$ cat src/rtl/lms_weight_update_pkg.sv
// Shared definitions for the LMS weight updater: default sizes, FSM states
// and the signed 32-bit saturation limits.
package lms_pkg;
   localparam int NTAPS    = 16;
   localparam int XW       = 14;
   localparam int WW       = 32;
   localparam int MU_SHIFT = 12;

   localparam logic [31:0] WMAX = 32'h7FFF_FFFF;
   localparam logic [31:0] WMIN = 32'h8000_0000;

   typedef enum logic [1:0] {IDLE, UPDATE, DONE} state_t;
endpackage

$ cat src/rtl/lms_weight_update_tap_mac.sv
// One-tap LMS arithmetic: w + sat((e * x) >>> MU_SHIFT), clamped to the
// signed weight range; o_ovf flags a clamped add.
module lms_tap_mac
   import lms_pkg::*;
#(
   parameter int WW       = lms_pkg::WW,
   parameter int XW       = lms_pkg::XW,
   parameter int MU_SHIFT = lms_pkg::MU_SHIFT
) (
   input  logic signed [WW-1:0] i_e,
   input  logic signed [XW-1:0] i_x,
   input  logic signed [WW-1:0] i_w,
   output logic signed [WW-1:0] o_w,
   output logic                 o_ovf
);
   localparam int PW = WW + XW;
   localparam logic [WW-1:0] SMAX = {1'b0, {(WW-1){1'b1}}};
   localparam logic [WW-1:0] SMIN = {1'b1, {(WW-1){1'b0}}};

   logic signed [PW-1:0] w_p;
   logic signed [PW-1:0] w_d;
   logic signed [WW-1:0] w_dsat;
   logic signed [WW:0]   w_sum;
   logic                 w_dfits;

   assign w_p = PW'(i_e) * PW'(i_x);
   assign w_d = w_p >>> MU_SHIFT;

   // delta fits in WW bits when all bits above the WW-1 sign position agree
   assign w_dfits = (&w_d[PW-1:WW-1]) || ~(|w_d[PW-1:WW-1]);
   assign w_dsat  = w_dfits ? w_d[WW-1:0] : (w_d[PW-1] ? SMIN : SMAX);

   assign w_sum = {i_w[WW-1], i_w} + {w_dsat[WW-1], w_dsat};
   assign o_ovf = w_sum[WW] ^ w_sum[WW-1];
   assign o_w   = o_ovf ? (w_sum[WW] ? SMIN : SMAX) : w_sum[WW-1:0];
endmodule

$ cat src/rtl/lms_weight_update.sv
// LMS coefficient updater: latches e and the taps on start, then updates one
// weight per cycle through a single shared MAC.
module lms_weight_update
   import lms_pkg::*;
#(
   parameter int          NTAPS       = lms_pkg::NTAPS,
   parameter int          XW          = lms_pkg::XW,
   parameter int          WW          = lms_pkg::WW,
   parameter int          MU_SHIFT    = lms_pkg::MU_SHIFT,
   parameter logic [31:0] WEIGHT_INIT = 32'd0
) (
   input  logic                   clk,
   input  logic                   rst,
   input  logic                   clear,
   input  logic                   freeze,
   input  logic                   start,
   input  logic [WW-1:0]          e,
   input  logic [NTAPS*XW-1:0]    reff_bus,
   output logic [NTAPS*WW-1:0]    weight_bus,
   output logic                   busy,
   output logic                   done,
   output logic                   sat_flag
);
   localparam int IW = (NTAPS > 1) ? $clog2(NTAPS) : 1;

   state_t               r_state;
   logic [IW-1:0]        r_idx;
   logic signed [WW-1:0] r_e;
   logic signed [XW-1:0] r_x [NTAPS];
   logic signed [WW-1:0] r_w [NTAPS];
   logic                 r_busy;
   logic                 r_done;
   logic                 r_sat;

   logic signed [WW-1:0] w_new;
   logic                 w_ovf;

   lms_tap_mac #(.WW(WW), .XW(XW), .MU_SHIFT(MU_SHIFT)) u_mac (
      .i_e   (r_e),
      .i_x   (r_x[r_idx]),
      .i_w   (r_w[r_idx]),
      .o_w   (w_new),
      .o_ovf (w_ovf)
   );

   always_ff @(posedge clk) begin
      if (rst || clear) begin
         r_state <= IDLE;
         r_idx   <= '0;
         r_busy  <= 1'b0;
         r_done  <= 1'b0;
         r_sat   <= 1'b0;
         for (int i = 0; i < NTAPS; i++) r_w[i] <= WW'(WEIGHT_INIT);
      end else begin
         r_done <= 1'b0;
         case (r_state)
            IDLE: begin
               if (start && !freeze) begin
                  r_e <= e;
                  for (int i = 0; i < NTAPS; i++) r_x[i] <= reff_bus[i*XW +: XW];
                  r_idx   <= '0;
                  r_busy  <= 1'b1;
                  r_state <= UPDATE;
               end
            end
            UPDATE: begin
               r_w[r_idx] <= w_new;
               if (w_ovf) r_sat <= 1'b1;
               if (r_idx == IW'(NTAPS-1)) begin
                  r_idx   <= '0;
                  r_busy  <= 1'b0;
                  r_state <= DONE;
               end else begin
                  r_idx <= r_idx + 1'b1;
               end
            end
            DONE: begin
               r_done  <= 1'b1;
               r_state <= IDLE;
            end
            default: r_state <= IDLE;
         endcase
      end
   end

   for (genvar g = 0; g < NTAPS; g++) begin : g_wbus
      assign weight_bus[g*WW +: WW] = r_w[g];
   end

   assign busy     = r_busy;
   assign done     = r_done;
   assign sat_flag = r_sat;
endmodule
$ cat config.mk
export PLATFORM = sky130hd
export DESIGN_NAME = lms_weight_update
export DESIGN_NICKNAME = d
export VERILOG_FILES = /design/src/rtl/lms_weight_update_pkg.sv /design/src/rtl/lms_weight_update_tap_mac.sv /design/src/rtl/lms_weight_update.sv
export SDC_FILE = /design/constraint.sdc
export NUM_CORES = 2
export LEC_CHECK = 0
export BUFFER_PORTS_ARGS = -buffer_cell sky130_fd_sc_hd__buf_2
export CELL_PAD_IN_SITES_DETAIL_PLACEMENT = 2
export CELL_PAD_IN_SITES_GLOBAL_PLACEMENT = 2
export CORE_ASPECT_RATIO = 1.2
export CORE_MARGIN = 1.5
export CORE_UTILIZATION = 44
export CTS_BUF_LIST = sky130_fd_sc_hd__clkbuf_4
export DETAILED_ROUTE_END_ITERATION = 16
export GPL_TIMING_DRIVEN = 0
export MAX_ROUTING_LAYER = met4
export PLACE_DENSITY = 0.94
export SLEW_MARGIN = 20
export SYNTH_ARGS = -nofsm -noshare
export SYNTH_HDL_FRONTEND = slang
export SYNTH_SLANG_ARGS = --single-unit
$ cat constraint.sdc
create_clock -name clk -period 46 [get_ports clk]
set_input_delay 4.6 -clock clk [delete_from_list [all_inputs] [get_ports clk]]
set_output_delay 4.6 -clock clk [all_outputs]
set_load 0.02 [all_outputs]
==> results of run 1 <==
-- Yosys cell counts, types with 4 or more instances --
cell	number
ha_1	136
or2_2	8
edfxtp_1	768
and3_1	16
fa_1	411
nor2b_1	13
a22oi_2	4
buf_2	52
nand3_1	21
nor3_1	39
nand2b_1	17
a31oi_1	14
xnor2_1	48
o21a_1	37
o21ai_0	24
and2_1	197
clkbuf_1	169
a41oi_1	4
o21bai_1	9
nor2_1	550
a21oi_1	73
mux2_2	9
dfxtp_1	13
a211oi_1	4
inv_1	455
maj3_1	8
buf_6	6
nand2_1	311
or3_1	7
nand3b_1	4
a21oi_2	18
o21ai_1	16
xor2_1	19
nand4_1	9
buf_1	19
o211ai_1	6
a21o_1	67
mux4_2	225
-- kinds of logic after synthesis --
group / after synthesis
AOI/OAI and AO/OA: 311
xor gates and xnor gates: 67
adders and majority gates: 555
buffers and inverters: 707
DFF: 781
muxes: 237
and+or+nand+nor: 1206
-- through the flow --
stage	cell area, um^2	cells	hold slack [ps]	util, %	setup WS (ps)
CTS	58370	6548	499.1	52.43	28860
global placement	55130	6135	444.3	49.52	10210
floorplan	49370	3864	523.4	-	18580
detailed placement	55780	6192	454.2	50.11	30320
-- routing by layer --
layer / GRT usage, % / overflow
met3: 65.02 / 1
met1: 73.15 / 0
met2: 92.35 / 23
met5: - / -
met4: 81.27 / 24
==> metrics, run 1 <==
area fraction in compound gates after synthesis 4.308%; Syn Area/Cell 12.78 um^2; Total GRT Usage 78.19%; hold buffer count at cts 0; clk buf depth 3; HPWL after DPL 203900 um; status aborted with a tool error; Setup Fix Bufs, Post-CTS 0; number of port buffers 775; combinational family with the most area after synthesis adder cells; yosys warns 0; row count 134; register area share after synthesis 47.24%; Ports 776; Post-Synth XOR/XNOR Area 1.188%; Num Clock Sinks 781; post-synth cell types 69; Synth async-reset ratio 0%; Primary FF master, synth edfxtp_1; final global-route overflow total 48; Post-Synth Adder-Cell Area 20.27%; Exit stage global routing; Syn Nets 4672; TritonCTS Buffers 205; clock root buffer clkbuf_4; top cells by area, synth edfxtp_1 47%, fa_1 17%, mux4_2 10%; synthesized area 49370 um^2; H-tree levels 4; Die W 308.8 um; post-CTS sizing 0; die height 370.0 um; top-area cell type share of the netlist area 46.71%; FF+latch count, synth 781; portion of netlist area occupied by mux cells 10.53%; cell taking the most area after synthesis edfxtp_1; largest net degree at the start of global routing 25; simple-gate share of the synthesized area 10.85%; number of synthesized flops with an enable pin 768; Log Error [ERROR GRT-0232] Routing congestion too high. Check the congestion heatmap in the GUI.; initial antenna violation count 139; GPL Wtd Cong 0.9981; Starting Density 44.35%; Syn Inst Count 3864
==> run 2, diff against run 1 <==
- CELL_PAD_IN_SITES_DETAIL_PLACEMENT: 2 -> not set
- CELL_PAD_IN_SITES_GLOBAL_PLACEMENT: 2 -> not set
- CORE_ASPECT_RATIO: 1.2 -> not set
- CORE_UTILIZATION: 44 -> 34
- CTS_BUF_LIST: sky130_fd_sc_hd__clkbuf_4 -> not set
- MAX_ROUTING_LAYER: met4 -> not set
- PLACE_DENSITY: 0.94 -> not set
- PLACE_DENSITY_LB_ADDON: not set -> 0.15
==> run 2 against run 1 <==
Effect of this change: the flow now finishes without violations; synthesized cell count stayed put; synthesized area is the same.
==> metrics, run 2 <==
Clk Latency, worst-skew pair 760 ps; Die W 384.1 um (was 308.8 um); met2 Use GR 43.30%; Final TNS setup 0 ps; post-route cell area 58980 um^2; post-synth cell types 69 (unchanged); Setup Fix Bufs, Post-CTS 0 (unchanged); crit-path max cell delay 700 ps; final global-route overflow total 0; most frequent cells in the layout 868 x buf_2, 768 x edfxtp_1, 549 x nor2_1; routed wire length 203100 um; largest reg by FF count r_w; cell taking the most area after synthesis edfxtp_1 (unchanged); area added between synthesis and finish 19.46%; CTS tree yes; register area share after synthesis 47.24% (unchanged); initial antenna violation count 19; HPWL after DPL 160700 um (was 203900 um); DRC viols 0; First DRT Iteration DRCs 3594; final setup fails 0; post-CTS sizing 0 (unchanged); Nets 5584; capture point of the worst path r_w[0][6]; final count of hold timing violations 0; FF+latch count, synth 781 (unchanged); crit path DAT 15270 ps; synthesized area 49370 um^2 (unchanged); number of port buffers 775 (unchanged); clock root buffer clkbuf_16 (was clkbuf_4); Total GRT Usage 27.24%; Crit. End Element register; GPL Wtd Cong 0.9295 (was 0.9981); top-area cell type share of the netlist area 46.71% (unchanged); CP most frequent cell fa_1; hold buffer count at cts 0 (unchanged); flop2flop setup slack 31190 ps; First-pass DRT Iterations 5; post-route minimum period 14810 ps; TritonCTS Buffers 88 (was 205); Syn Area/Cell 12.78 um^2 (unchanged); final worst path period share 32.20%; M3 GR Usage 7.768%; status finished, final reports clean (was aborted with a tool error); Worst Path Max Fanout 10; Syn Inst Count 3864 (unchanged); critical path class register to register; number of synthesized flops with an enable pin 768 (unchanged); Worst Hold Class register to register; number of global-route vias before repair 35880; met1 usage 34.45%; Synth async-reset ratio 0% (unchanged); Cell Area, Placed 56150 um^2 (was 55780 um^2); Primary FF master, synth edfxtp_1 (unchanged); most frequent cell after synthesis edfxtp_1 (unchanged); setup repair after global routing missed its margin false; layer with the highest usage met2; Max Cap Violations 0; Clock Skew 96.93 ps; Worst path slowest cell clkbuf_1; post-route ant nets 0; commonest non-fill, non-tap cell in the layout buf_2; yosys warns 0 (unchanged); Relative slew margins 17.31%; synth cell count leaders 768 x edfxtp_1, 550 x nor2_1, 455 x inv_1, 411 x fa_1, 311 x nand2_1 (unchanged); Reg2Reg Depth 41; first-pass GRT wire length 279000 um; clk buf depth 3 (unchanged); row count 139 (was 134); top cells by area, synth edfxtp_1 47%, fa_1 17%, mux4_2 10% (unchanged); share of cells above drive strength 1 27.56%; Reg-to-Reg End r_w[0][6]; H-tree levels 3 (was 4); core area 143800 um^2; vias per cell 5.295; final core utilization 41.01%; largest registers r_w x512, r_x x224, r_e x32; via count 35760; Die Area 147500 um^2; Avg WL per Cell 30.07 um; die height 384.1 um (was 370.0 um); CP required 46460 ps; Critical Path Source Type register; Worst-path clk slew 60 ps; Ports 776 (unchanged); largest net degree at the start of global routing 33; fmax 0.06750 GHz; Max Slew Vio Count 0; actual slew at the worst max-slew pin 1240 ps; Num Clock Sinks 781 (unchanged); Starting Density 34.33% (was 44.35%); Largest register FFs 512; Syn Nets 4672 (unchanged)
==> run 2: cell counts after synthesis <==
Identical to the previous run, type by type.
==> run 2: worst min path at each step <==
stage	startpoint	endpoint	slack [ps]	cells past startpoint
2_1_floorplan	sat_flag	sat_flag	520	2
3_3_place_gp	sat_flag	sat_flag	430	2
3_5_place_dp	sat_flag	sat_flag	440	2
4_1_cts	sat_flag	sat_flag	450	2
5_1_grt	sat_flag	sat_flag	500	2
6_report	sat_flag	sat_flag	480	2
==> run 2: routing by layer <==
layer | share of wire, % | vias to the layer above
met1 | 39 | 18590
met2 | 47 | 1778
met5 | 0.067 | -
met4 | 5.1 | 22
met3 | 9.3 | 361
li1 | - | 15000
==> run 2: final cells by class <==
class                   count  area, um^2
flip-flops and latches    781       23320
multi-input cells        2376       23420
plain buffers             249        1095
clock inverters            59       569.3
diodes                      2       5.005
clock buffers             102        2255
well taps                1903        2381
inverters                 458        1719
repair buffers            822        4217
fillers                 13900       84850
==> run 2: critical path: cells and delay by family (launching register included) <==
family,cells,cell delay (ps)
AOI/OAI and AO/OA,17,4840
buffers and inverters,11,3820
adders and majority gates,8,3710
xor gates and xnor gates,2,830
muxes,2,680
DFF,1,550
and+or+nand+nor,1,120
==> run 2: cells by family (layout without fill, tap and decap cells) <==
family          count (synthesis)  after routing  share of synthesized area (%)
simple gates                 1206           1206                          10.85
flops                         781            781                          47.24
buf+inv                       707           1690                          5.621
fa+ha+maj                     555            555                          20.27
compound gates                311            311                          4.308
mux                           237            237                          10.53
xor+xnor                       67             67                          1.188
other cells                     0              2                              0
==> run 2: metrics by stage <==
stage	instances	hold slack [ps]	worst slack, ps
floorplan	3864	523.4	18580
global placement	6542	431.6	8828
detailed placement	6589	443.0	31220
CTS	6750	453.2	31230
global route	6752	499.4	30500
finish	6752	476.8	31190
Power of run 2 is left out: the tool's default activity adds up to more than one toggle a clock period on the data nets, which glitch-free logic cannot reach.
